==> src/rtl/ex_stage_pkg.sv <==
// Shared definitions for the execute stage: ALU encodings, forwarding selects
// and the multiply sequencer state encoding.
package ex_stage_pkg;

  localparam logic [1:0] ALUOP_ADD   = 2'b00;
  localparam logic [1:0] ALUOP_SUB   = 2'b01;
  localparam logic [1:0] ALUOP_FUNCT = 2'b10;
  localparam logic [1:0] ALUOP_OR    = 2'b11;

  localparam logic [5:0] FUNCT_ADD = 6'h20;
  localparam logic [5:0] FUNCT_SUB = 6'h22;
  localparam logic [5:0] FUNCT_AND = 6'h24;
  localparam logic [5:0] FUNCT_OR  = 6'h25;
  localparam logic [5:0] FUNCT_NOR = 6'h27;
  localparam logic [5:0] FUNCT_SLT = 6'h2A;
  localparam logic [5:0] FUNCT_MUL = 6'h18;

  localparam logic [1:0] FWD_REG     = 2'b00;
  localparam logic [1:0] FWD_WB      = 2'b01;
  localparam logic [1:0] FWD_MEM     = 2'b10;
  localparam logic [1:0] FWD_REG_ALT = 2'b11;

  typedef enum logic [2:0] {
    ALU_ADD,
    ALU_SUB,
    ALU_AND,
    ALU_OR,
    ALU_NOR,
    ALU_SLT,
    ALU_MUL
  } alu_op_e;

  typedef enum logic [1:0] {
    MUL_IDLE,
    MUL_BUSY,
    MUL_DONE
  } mul_state_e;

  // Unknown funct codes fall back to ADD so a bad encoding never wedges the stage.
  function automatic alu_op_e decode_alu(input logic [1:0] alu_op, input logic [5:0] funct);
    alu_op_e op;
    op = ALU_ADD;
    case (alu_op)
      ALUOP_ADD: op = ALU_ADD;
      ALUOP_SUB: op = ALU_SUB;
      ALUOP_OR:  op = ALU_OR;
      ALUOP_FUNCT: begin
        case (funct)
          FUNCT_ADD: op = ALU_ADD;
          FUNCT_SUB: op = ALU_SUB;
          FUNCT_AND: op = ALU_AND;
          FUNCT_OR:  op = ALU_OR;
          FUNCT_NOR: op = ALU_NOR;
          FUNCT_SLT: op = ALU_SLT;
          FUNCT_MUL: op = ALU_MUL;
          default:   op = ALU_ADD;
        endcase
      end
      default: op = ALU_ADD;
    endcase
    return op;
  endfunction

  // Select 11 aliases the register value, same as 00.
  function automatic logic [31:0] fwd_select(input logic [1:0] sel, input logic [31:0] reg_val,
                                             input logic [31:0] mem_val, input logic [31:0] wb_val);
    logic [31:0] v;
    case (sel)
      FWD_MEM:     v = mem_val;
      FWD_WB:      v = wb_val;
      FWD_REG_ALT: v = reg_val;
      default:     v = reg_val;
    endcase
    return v;
  endfunction

endpackage

==> src/rtl/ex_mul_iter.sv <==
// Iterative shift-add multiplier: one partial product per cycle, 32 cycles,
// keeping the low 32 bits of the product.
module ex_mul_iter
  import ex_stage_pkg::*;
(
  input  logic        clk,
  input  logic        rst,
  input  logic        flush,
  input  logic        start,
  input  logic [31:0] a,
  input  logic [31:0] b,
  output logic        busy,
  output logic        done,
  output logic [31:0] product
);

  mul_state_e  state_q, state_d;
  logic [4:0]  count_q;
  logic [31:0] mcand_q, mplier_q, product_q;

  // State register.
  always_ff @(posedge clk) begin
    if (rst) state_q <= MUL_IDLE;
    else     state_q <= state_d;
  end

  // Next state: flush abandons any operation; DONE always returns to IDLE.
  always_comb begin
    state_d = state_q;
    if (flush) begin
      state_d = MUL_IDLE;
    end else begin
      case (state_q)
        MUL_IDLE: if (start) state_d = MUL_BUSY;
        MUL_BUSY: if (count_q == 5'd31) state_d = MUL_DONE;
        MUL_DONE: state_d = MUL_IDLE;
        default:  state_d = MUL_IDLE;
      endcase
    end
  end

  // Status outputs decoded from the current state.
  always_comb begin
    busy = (state_q == MUL_BUSY);
    done = (state_q == MUL_DONE);
  end

  // Operand latch and shift-add datapath; operands are captured only on start.
  always_ff @(posedge clk) begin
    if (rst) begin
      count_q   <= '0;
      mcand_q   <= '0;
      mplier_q  <= '0;
      product_q <= '0;
    end else if (state_q == MUL_IDLE && start && !flush) begin
      count_q   <= '0;
      mcand_q   <= a;
      mplier_q  <= b;
      product_q <= '0;
    end else if (state_q == MUL_BUSY && !flush) begin
      if (mplier_q[0]) product_q <= product_q + mcand_q;
      mcand_q  <= mcand_q << 1;
      mplier_q <= mplier_q >> 1;
      count_q  <= count_q + 5'd1;
    end
  end

  assign product = product_q;

endmodule

==> src/rtl/ex_stage.sv <==
// Execute stage: operand forwarding, ALU, branch target, iterative multiply
// and the EX/MEM pipeline register.
module ex_stage
  import ex_stage_pkg::*;
(
  input  logic        i_clk,
  input  logic        i_rst,
  input  logic [31:0] i_pc_plus4,
  input  logic [31:0] i_read_data1,
  input  logic [31:0] i_read_data2,
  input  logic [31:0] i_sign_ext_imm,
  input  logic [4:0]  i_rt,
  input  logic [4:0]  i_rd,
  input  logic [3:0]  i_EX_control,
  input  logic [2:0]  i_MEM_control,
  input  logic [1:0]  i_WB_control,
  input  logic [1:0]  i_fwd_a,
  input  logic [1:0]  i_fwd_b,
  input  logic [31:0] i_mem_fwd_data,
  input  logic [31:0] i_wb_fwd_data,
  input  logic        i_flush,
  output logic [31:0] o_branch_pc,
  output logic [31:0] o_result,
  output logic [31:0] o_read_data2,
  output logic        o_zero,
  output logic [4:0]  o_write_reg,
  output logic [1:0]  o_WB_control,
  output logic [2:0]  o_MEM_control,
  output logic        o_stall
);

  logic        reg_dst, alu_src;
  logic [1:0]  alu_op_code;
  alu_op_e     alu_op;
  logic [31:0] opnd_a, opnd_b, alu_b, alu_result, branch_pc;
  logic [4:0]  write_reg;
  logic        is_mul, mul_busy, mul_done;
  logic [31:0] mul_product;

  assign {reg_dst, alu_src, alu_op_code} = i_EX_control;
  assign alu_op    = decode_alu(alu_op_code, i_sign_ext_imm[5:0]);
  assign is_mul    = (alu_op == ALU_MUL);
  assign opnd_a    = fwd_select(i_fwd_a, i_read_data1, i_mem_fwd_data, i_wb_fwd_data);
  assign opnd_b    = fwd_select(i_fwd_b, i_read_data2, i_mem_fwd_data, i_wb_fwd_data);
  assign alu_b     = alu_src ? i_sign_ext_imm : opnd_b;
  assign branch_pc = i_pc_plus4 + (i_sign_ext_imm << 2);
  assign write_reg = reg_dst ? i_rd : i_rt;

  // Single-cycle ALU; MUL results come from the sequencer instead.
  always_comb begin
    alu_result = opnd_a + alu_b;
    case (alu_op)
      ALU_ADD: alu_result = opnd_a + alu_b;
      ALU_SUB: alu_result = opnd_a - alu_b;
      ALU_AND: alu_result = opnd_a & alu_b;
      ALU_OR:  alu_result = opnd_a | alu_b;
      ALU_NOR: alu_result = ~(opnd_a | alu_b);
      ALU_SLT: alu_result = {31'd0, $signed(opnd_a) < $signed(alu_b)};
      default: alu_result = opnd_a + alu_b;
    endcase
  end

  ex_mul_iter u_mul (
    .clk     (i_clk),
    .rst     (i_rst),
    .flush   (i_flush),
    .start   (is_mul && !i_flush),
    .a       (opnd_a),
    .b       (opnd_b),
    .busy    (mul_busy),
    .done    (mul_done),
    .product (mul_product)
  );

  // Stall while a multiply is being started or is iterating; never during reset.
  always_comb begin
    o_stall = 1'b0;
    if (!i_rst) begin
      o_stall = mul_busy || (!mul_busy && !mul_done && is_mul && !i_flush);
    end
  end

  // EX/MEM register: flush and stall insert bubbles, DONE commits the product.
  always_ff @(posedge i_clk) begin
    if (i_rst) begin
      o_branch_pc   <= '0;
      o_result      <= '0;
      o_read_data2  <= '0;
      o_zero        <= 1'b0;
      o_write_reg   <= '0;
      o_WB_control  <= '0;
      o_MEM_control <= '0;
    end else if (i_flush || o_stall) begin
      o_WB_control  <= '0;
      o_MEM_control <= '0;
    end else begin
      o_branch_pc   <= branch_pc;
      o_read_data2  <= opnd_b;
      o_write_reg   <= write_reg;
      o_WB_control  <= i_WB_control;
      o_MEM_control <= i_MEM_control;
      if (mul_done) begin
        o_result <= mul_product;
        o_zero   <= (mul_product == 32'd0);
      end else begin
        o_result <= alu_result;
        o_zero   <= (alu_result == 32'd0);
      end
    end
  end

endmodule

==> config.mk <==
export PLATFORM = sky130hd
export DESIGN_NAME = ex_stage
export DESIGN_NICKNAME = d
export VERILOG_FILES = /design/src/rtl/ex_stage_pkg.sv /design/src/rtl/ex_mul_iter.sv /design/src/rtl/ex_stage.sv
export SDC_FILE = /design/constraint.sdc
export NUM_CORES = 1
export LEC_CHECK = 0
export CAP_MARGIN = 30
export CORE_MARGIN = 2
export CORE_UTILIZATION = 40
export DETAILED_ROUTE_END_ITERATION = 10
export GPL_TIMING_DRIVEN = 0
export PLACE_DENSITY = 0.66
export SKIP_CTS_REPAIR_TIMING = 1
export SYNTH_ARGS = -nofsm -noshare
export SYNTH_HDL_FRONTEND = slang
export SYNTH_SLANG_ARGS = --single-unit
==> constraint.sdc <==
create_clock -name i_clk -period 8.65 [get_ports i_clk]
set_input_delay 1.73 -clock i_clk [delete_from_list [all_inputs] [get_ports i_clk]]
set_output_delay 1.73 -clock i_clk [all_outputs]
set_load 0.1 [all_outputs]
### After elaboration in Yosys (flattened, before gate mapping)

Index checks and enable logic that the tools add are counted.

| cells by class | value |
|---|---|
| reduce and logical (&&, ||, !) cells | 22 |
| muxes and demuxes | 17 |
| eq/ne operators | 24 |
| $add $sub $neg | 5 |
| bitwise logic cells | 3 |
| order comparisons | 1 |

Operators with widths:

| operator | number |
|---|---|
| 32-bit 2-to-1 mux | 6 |
| 32-bit one-hot mux with 5 select lines | 1 |
| 32-bit one-hot mux with 2 select lines | 2 |
| 32-bit adder | 3 |
| 32-bit logical NOT | 2 |
| 32-bit bitwise AND | 1 |
| 32-bit < comparator | 1 |
| 32-bit inverter | 1 |
| 32-bit bitwise OR | 1 |
| 32-bit subtractor | 1 |
| 6-bit equality test, second input constant | 5 |
| 3-bit one-hot mux with 6 select lines | 1 |
| 3-bit one-hot mux with 4 select lines | 1 |
| 2-bit equality test, second input constant | 5 |
| 3-bit equality test, second input constant | 3 |
| 2-bit by 1-bit equality test with 1-bit output, second input constant | 4 |
| 1-bit logical AND | 7 |
| 3-bit by 2-bit equality test with 1-bit output, second input constant | 2 |
| 6-bit by 5-bit equality test with 1-bit output, second input constant | 1 |
| 2-bit OR reduction | 3 |
| 5-bit by 1-bit adder with 5-bit output, second input constant | 1 |
| 5-bit equality test, second input constant | 1 |
| 5-bit 2-to-1 mux | 1 |
| 2-bit logical NOT | 2 |
| 9 further kinds | 16 |

| storage, ports and cells | value |
|---|---|
| bits in registers | 210 |
| logic and storage cells | 84 |
| input port bits | 218 |
| output and inout bits | 108 |

### Logic depth before layout (Yosys ltp)

Gate-level depths: netlist (run 1).

| logic depth | value |
|---|---|
| depth in word-level cells | 10 |
| gate-level depth with buffers | 22 |
| mapped depth without buffers | 21 |

### By module

A second synthesis (run 1) with hierarchy kept.

| unflattened totals | value |
|---|---|
| cells, all modules | 2,483 |
| area total of the unflattened synthesis | 18,063.6 um^2 |

Modules (own cells, without submodules):

| module | times used | area an instance (um^2) | seq. area each (um^2) | cells an instance |
|---|---|---|---|---|
| ex_stage | 1 | 12,754.7 | 2,142.1 | 1,835 |
| ex_mul_iter | 1 | 5,308.8 | 2,062.0 | 648 |

### Least setup slack after synthesis (run 1)

No wires, ideal clock.

| path | value |
|---|---|
| kind | input -> register |
| start point | input port i_fwd_b[0] |
| end point | register o_zero |
| required time | 8,566 ps |
| slack | 2,406 ps |
| cell stages on the path | 21 |
| path buffers | 2 |
| library setup time | 84 ps |
| arrival | 6,160 ps |
| cells stage by stage | inv_1 -> ha_1 -> clkbuf_1 -> clkbuf_1 -> a21oi_1 -> o21ai_0 -> ha_1 -> inv_1 -> fa_1 -> nand2b_1 -> a2111o_1 -> a211oi_1 -> o31ai_1 -> and2_1 -> a221o_1 -> o21ai_0 -> o2111ai_1 -> nor4_2 -> nand4b_1 -> or4_1 -> o31ai_2 |

| on the way | value |
|---|---|
| cells in the longest elaborated chain, start to end | 8 |
| elaborated cells on any way between the ends | 13 |
| classes of those cells | 2 x add/sub; 1 x order compare; 2 x eq/ne; 4 x mux; 3 x bitwise; 1 x reduce/logical |

RTL lines:

| element | line | RTL |
|---|---|---|
| start, declared | ex_stage.sv:18 | `input logic [1:0] i_fwd_b,` |
| 2-bit by 1-bit equality test with 1-bit output / 2-bit equality test (equally long branches) | ex_stage_pkg.sv:68 | `case (sel)` |
| 32-bit one-hot mux with 2 select lines (*) | ex_stage_pkg.sv:68 |  |
| 32-bit 2-to-1 mux (*) | ex_stage.sv:45 | `assign alu_b = alu_src ? i_sign_ext_imm : opnd_b;` |
| parallel branches: the longest is 2 deep, another holds 32-bit adder | -- |  |
| 32-bit one-hot mux with 5 select lines (*) | ex_stage.sv:52 | `case (alu_op)` |
| 32-bit logical NOT (*) | ex_stage.sv:107 | `o_zero <= (alu_result == 32'd0);` |
| 1-bit 2-to-1 mux (*) | ex_stage.sv:102 | `if (mul_done) begin` |
| end signal, assigned | ex_stage.sv:104 | `o_zero <= (mul_product == 32'd0);` |
| end signal, assigned | ex_stage.sv:107 |  |
| end, declared | ex_stage.sv:25 | `output logic o_zero,` |

Mark *: on every way between the ends.
A chain may end at the register's enable or synchronous reset.

### Worst setup path after layout (run 1)

| path | value |
|---|---|
| start point | input port i_fwd_a[0] |
| end point | register o_zero |

| on the way | value |
|---|---|
| cells in the longest elaborated chain, start to end | 7 |
| elaborated cells on any way between the ends | 12 |
| classes of those cells | 2 x add/sub; 1 x order compare; 2 x eq/ne; 3 x mux; 3 x bitwise; 1 x reduce/logical |

RTL lines:

| element | line | RTL |
|---|---|---|
| start, declared | ex_stage.sv:17 | `input logic [1:0] i_fwd_a,` |
| 2-bit by 1-bit equality test with 1-bit output / 2-bit equality test (equally long branches) | ex_stage_pkg.sv:68 |  |
| 32-bit one-hot mux with 2 select lines (*) | ex_stage_pkg.sv:68 |  |
| parallel branches: the longest is 2 deep, another holds 32-bit adder | -- |  |
| 32-bit one-hot mux with 5 select lines (*) | ex_stage.sv:52 |  |
| 32-bit logical NOT (*) | ex_stage.sv:107 |  |
| 1-bit 2-to-1 mux (*) | ex_stage.sv:102 |  |

Marked as above.

==> summary.md, run 1 <==
| Metric | Value |
|---|---|
| Via density | 6.02 |
| DP Cell Count | 3379 |
| CP max-delay cell | a21oi_1 |
| Tcrit/Tclk final | 97.3% |
| Layout cells sized above 1 | 3.77% |
| Asr flop ratio synth | 0% |
| Global route total overflow | 0 |
| Mapped Nets | 2846 |
| Post-DRT Antenna Nets | 0 |
| F_max | 119 MHz |
| Worst Setup End Kind | flip-flop |
| DR pass1 iterations | 7 |
| CP cell instances | clkdlybuf4s50_1 -> inv_1 -> ha_1 -> clkbuf_1 -> buf_1 -> nor2_1 -> a21oi_1 -> inv_1 -> ha_1 -> nor2_1 -> o311ai_0 -> a31oi_1 -> a221oi_1 -> o21a_1 -> o41ai_2 -> a21oi_1 -> o31a_1 -> a221o_1 -> a21oi_1 -> nand2_1 -> o31ai_2 |
| Slew @ Worst Pin | 1120 ps |
| Max FO, Critical Path | 10 |
| Synth top area share | 23.3% |
| Metal2 WL | 37.9 mm |
| WP data required | 9140 ps |
| I/O pin count | 326 |
| Post-Layout Cell Count | 3434 |
| Post-DP HPWL | 69.3 mm |
| Seq. cell area | 4200 um^2 |
| PwrDens | 170 nW/um^2 |
| Clk slew on worst S/H paths | 70 ps |
| Maxcap violations | 0 |
| CP delay by family, top | compound AO/OA/AOI/OAI gates |
| FILL cells | 4373 |
| Layout area overhead | 28.6% |
| Pin count of the biggest net entering global routing | 15 |
| Post-synth EDFFs | 0 |
| Post-Synthesis Cells | 2458 |
| Cell accounting for the most synthesized area | dfxtp_1 |
| Worst slack, placed | -89.5 ps |
| DR top layer | met4 |
| H-tree lvl count | 1 |
| Hold Slack | 451 ps |
| Die height | 216 um |
| CTS tree | done |
| Sequential fraction of the synthesis area | 23.3% |
| Placer's final routability congestion estimate | 1.00 |
| Unique masters post-synth | 91 |
| Synth area leaders | dfxtp_1 (23%), ha_1 (12%), a21oi_1 (7.7%) |
| CP max stage delay | 810 ps |
| CTS Root Cell | clkbuf_16 |
| Vias in the first global route | 19900 |
| Multi-input gate area | 12700 um^2 |
| CP Class | input pin to flip-flop |
| CTS buffer count | 27 |
| Iter 0 DRT Violations | 1961 |
| Status | finished clean |
| Worst rel slew slack | 25.6% |
| Nets | 3207 |
| Most common cell on crit path | a21oi_1 |
| Top FF cell, synth | dfxtp_1 |
| Drt drc | 0 |
| Setup TNS | 0 ps |
| Leakage power | 9.33 nW |
| CP Launch Type | input pin |
| First-pass GRT wire length | 123 mm |
| Critical path buffers and inverters | 5 |
| Peak supply drop | 0.134 mV |
| Final Max Tran Viols | 0 |
| Mean area per synthesized cell | 7.33 um^2 |
| Initial antenna violation count | 3 |
| Flops & latches, synth | 210 |
| M1 wire length | 35.0 mm |
| Post-Route WL | 84.3 mm |
| Vias | 20700 |
| Core Area | 44300 um^2 |
| WL per Instance | 24.6 um |
| Max Buffers Root-to-Sink | 3 |
| PnR worst setup slack | 238 ps |
| Post-synthesis cell area | 18000 um^2 |
| Die width | 216 um |
| Final setup vio count | 0 |
| Initial core utilization | 40.6% |
| Min Tclk post-route | 8410 ps |
| WP data arrival | 8910 ps |
| Num Clock Sinks | 210 |
| Total chip power | 3.94 mW |
| Fin. Hold Viols | 0 |
| Die footprint | 46700 um^2 |
| GRT Util Overall | 34.7% |
| Insertion delay to the later sink of the worst-skew pair | 580 ps |
| Hold Path Class | flip-flop to flip-flop |
| Ys Warns | 0 |
| PortBufs | 320 |
| Met3 WL | 6.97 mm |
| Row cnt | 77 |
| Final Skew | 12.3 ps |
| RSZ-0062 raised after global routing | false |
-- routing by layer --
layer	vias up	track usage [%]
li1	9638	-
met1	9890	44.1
met2	980	57.0
met3	167	6.40
met4	0	15.8
met5	-	0
-- cell type report --
type                    instances  area share, %
diodes                          3         0.0324
plain buffers                 169           2.89
clock buffers                  31           3.03
clock inverters                18           1.00
inverters                     127           2.06
multi-input cells            1952           54.7
flip-flops and latches        210           18.2
well taps                     592           3.20
repair buffers                332           15.0
-- worst register-to-register path, delay by kind of cell (launching register included) --
family                   cells  cell delay [ps]
AO/OA/AOI/OAI                1              190
AND/OR/NAND/NOR              4              860
buffers and inverters        5             2220
adder cells (fa/ha/maj)      1              300
flip-flops                   1              350
-- kinds of logic (layout without fill, tap and decap cells) --
kind of cell	after synthesis	count (layout)	share of synthesized area, %
XOR/XNOR	62	62	3.02
AO/OA/AOI/OAI	901	901	33.3
adder cells (fa/ha/maj)	170	170	12.0
multiplexers	21	21	1.17
AND/OR/NAND/NOR	798	798	20.8
flip-flops	210	210	23.3
other	0	3	0
buffers and inverters	296	677	6.37
-- synthesized netlist by cell type, drive strengths merged, types with 15 or more instances --
cell / instances
a211oi: 168
a21o: 36
a21oi: 278
a221o: 16
a221oi: 24
a22oi: 68
a31oi: 15
and2: 20
and3: 15
buf: 30
clkbuf: 139
dfxtp: 210
ha: 166
inv: 127
mux2i: 20
nand2: 212
nand2b: 17
nand3: 24
nor2: 298
nor2b: 86
nor3: 31
nor4: 21
o211ai: 20
o21a: 21
o21ai: 125
o21bai: 24
or3: 17
xnor2: 49
-- metrics by stage --
stage                     cell area, um^2  util (%)
after floorplan                     18000         -
after global placement              21900      49.5
after detailed placement            22200      50.0
after CTS                           23100      52.1
after global routing                23100      52.2
final                               23200      52.2
-- layout by cell type (no fill, tap or decap), types with 24 or more instances in the layout --
cell type        netlist  final
o21ai_0              121    121
dfxtp_1              210    210
a21o_1                36     36
nor2_1               297    297
a221oi_1              24     24
clkdlybuf4s50_1        0    320
clkbuf_16              0     27
xnor2_1               49     49
clkbuf_1             139    142
nand3_1               24     24
a211oi_1             166    166
nor3_1                31     31
a21oi_1              278    278
nand2_1              212    212
inv_1                126    126
a22oi_1               67     67
nor2b_1               86     86
o21bai_1              24     24
ha_1                 166    166
-- power by group --
| group | total [mW] | switching, mW | internal, mW | leakage, nW |
|---|---|---|---|---|
| sequential | 1.04 | 0.0260 | 1.01 | 1.71 |
| combinational | 1.70 | 1.16 | 0.539 | 7.16 |
| clock | 1.21 | 0.498 | 0.709 | 0.456 |
-- worst paths after layout --
check	cells past startpoint	startpoint	slack, ps	end
max reg2reg	11	u_mul.state_q[0]	4600	o_read_data2[29]
max	21	i_fwd_a[0]	240	o_zero
min reg2reg	2	o_branch_pc[26]	450	o_branch_pc[26]
min	2	o_branch_pc[26]	450	o_branch_pc[26]
Power figures use the tool's default switching activity.
==> run 2: changes to the inputs <==
--- a/config.mk
+++ b/config.mk
@@ -6,7 +6,6 @@
 export NUM_CORES = 1
 export LEC_CHECK = 0
 export CAP_MARGIN = 30
-export CORE_MARGIN = 2
 export CORE_UTILIZATION = 40
 export DETAILED_ROUTE_END_ITERATION = 10
 export GPL_TIMING_DRIVEN = 0
==> run 2 against run 1 <==
Net effect:
- non-clock buffer count down 4
- critical path depth stayed put
- clock power fell by 4%
- via count fell by 1.1%
==> summary.md, run 2 (synthesis gave the netlist of run 1 again) <==
| Metric | Value |
|---|---|
| Status | finished clean |
| Drt drc | 0 |
| Post-DRT Antenna Nets | 0 |
| Pin count of the biggest net entering global routing | 15 |
| PnR worst setup slack | 370 ps |
| WL per Instance | 24.6 um |
| Most Crowded Layer GR | met2 |
| Die height | 214 um |
| Worst reg2reg path depth | 13 |
| Post-DP HPWL | 69.5 mm |
| Final Max Tran Viols | 0 |
| Final Skew | 31.0 ps |
| Max FO, Critical Path | 10 |
| Layout cells sized above 1 | 3.49% |
| Final design area excluding fillers | 23000 um^2 |
| Reg2reg setup slack | 4940 ps |
| RSZ-0062 raised after global routing | false |
| Initial core utilization | 40.6% |
| Nets | 3203 |
| Hold path startpoint | o_branch_pc[26] |
| Initial antenna violation count | 3 |
| Min Tclk post-route | 8280 ps |
| WP data required | 9130 ps |
| Endpoint, Worst Hold | o_branch_pc[26] |
| Leakage power | 9.25 nW |
| Hold Path Depth | 2 |
| Fin. Hold Viols | 0 |
| Peak supply drop | 0.151 mV |
| Met3 Track Usage GR | 6.38% |
| Num Clock Sinks | 210 |
| Worst Setup End Kind | flip-flop |
| Row cnt | 77 |
| Vias | 20400 |
| CTS Root Cell | clkbuf_16 |
| PortBufs | 320 |
| WP data arrival | 8760 ps |
| Hold Path Class | flip-flop to flip-flop |
| Worst rel slew slack | 29.7% |
| Commonest non-fill, non-tap cell in the layout | clkdlybuf4s50_1 |
| Vias in the first global route | 19900 |
| Global route total overflow | 0 |
| Worst r2r src | u_mul.product[1] |
| Hold Slack | 452 ps |
| Die footprint | 45900 um^2 |
| CP Class | input pin to flip-flop |
| Slew @ Worst Pin | 1050 ps |
| Worst slack, placed | -135 ps |
| F_max | 121 MHz |
| Placer's final routability congestion estimate | 0.994 |
| I/O pin count | 326 |
| CP Launch Type | input pin |
| CTS buffer count | 27 |
| Global routing usage on met1 | 45.4% |
| CTS tree | done |
| Layout area overhead | 27.5% |
| PwrDens | 169 nW/um^2 |
| Most frequent cells in the layout | clkdlybuf4s50_1 (320), nor2_1 (297), a21oi_1 (277) |
| H-tree lvl count | 1 |
| Max Buffers Root-to-Sink | 3 |
| Maxcap violations | 0 |
| Post-Route WL | 84.2 mm |
| First-pass GRT wire length | 124 mm |
| Iter 0 DRT Violations | 1890 |
| Final setup vio count | 0 |
| Die width | 214 um |
| Tcrit/Tclk final | 95.7% |
| RR Endpoint | u_mul.product[31] |
| Met2 usage | 58.1% |
| DR pass1 iterations | 7 |
| Cell Area, Placed | 22000 um^2 |
| Clk slew on worst S/H paths | 60 ps |
| Core Area | 44300 um^2 |
| Via density | 5.97 |
| Insertion delay to the later sink of the worst-skew pair | 590 ps |
| GRT Util Overall | 35.5% |
| Final Util | 51.8% |
run 2: worst max-delay path: stages:
cell and delay, ps:
clkdlybuf4s50_1 590, inv_1 80, ha_1 270, clkbuf_1 320, clkbuf_1 610, a21oi_1 450, o21ai_0 510, inv_1 190
fa_1 490, nand2b_1 210, a21oi_1 410, a211oi_4 190, o31ai_1 280, a21oi_1 120, o21ai_0 370, o21ai_0 130
o22ai_1 590, nor4b_2 320, nand4b_1 170, or4_1 520, o31ai_2 190
run 2: per-stage QoR:
| stage | power, mW | TNS [ps] | instances |
|---|---|---|---|
| finish | 3.88 | 0 | 3426 |
| global route | 4.02 | 0 | 3426 |
| CTS | 3.85 | 0 | 3423 |
| detailed placement | 2.69 | -211 | 3376 |
| global placement | 2.68 | -332 | 3370 |
| floorplan | 2.13 | 0 | 2458 |
run 2: final cells by class:
class                           count  area (um^2)
Fill cell                        4381        21400
Multi-Input combinational cell   1952        12700
Sequential cell                   210         4200
Timing Repair Buffer              328         3310
Clock buffer                       37          763
Tap cell                          592          741
Buffer                            169          669
Inverter                          127          477
Clock inverter                     10          125
Antenna cell                        1         2.50
run 2: per-layer routing:
metal	wire, um	vias to the layer above
met5	0	-
met4	3920	0
met3	6870	152
met2	38200	932
met1	35200	9737
li1	-	9625
run 2: where the power goes:
group | total [mW] | internal, mW | switching [mW]
Clock | 1.16 | 0.677 | 0.482
Sequential | 1.04 | 1.01 | 0.0257
Combinational | 1.68 | 0.527 | 1.15
run 2: worst max path at each step:
stage / end / slack (ps) / start / cells after the start
6_report: o_zero / 370 / i_fwd_b[0] / 21
5_1_grt: o_zero / 30 / i_fwd_b[0] / 21
4_1_cts: o_zero / 410 / i_fwd_b[0] / 22
3_5_place_dp: o_zero / -130 / i_fwd_b[0] / 22
3_3_place_gp: o_zero / -190 / i_fwd_b[0] / 22
2_1_floorplan: o_zero / 2410 / i_fwd_b[0] / 21
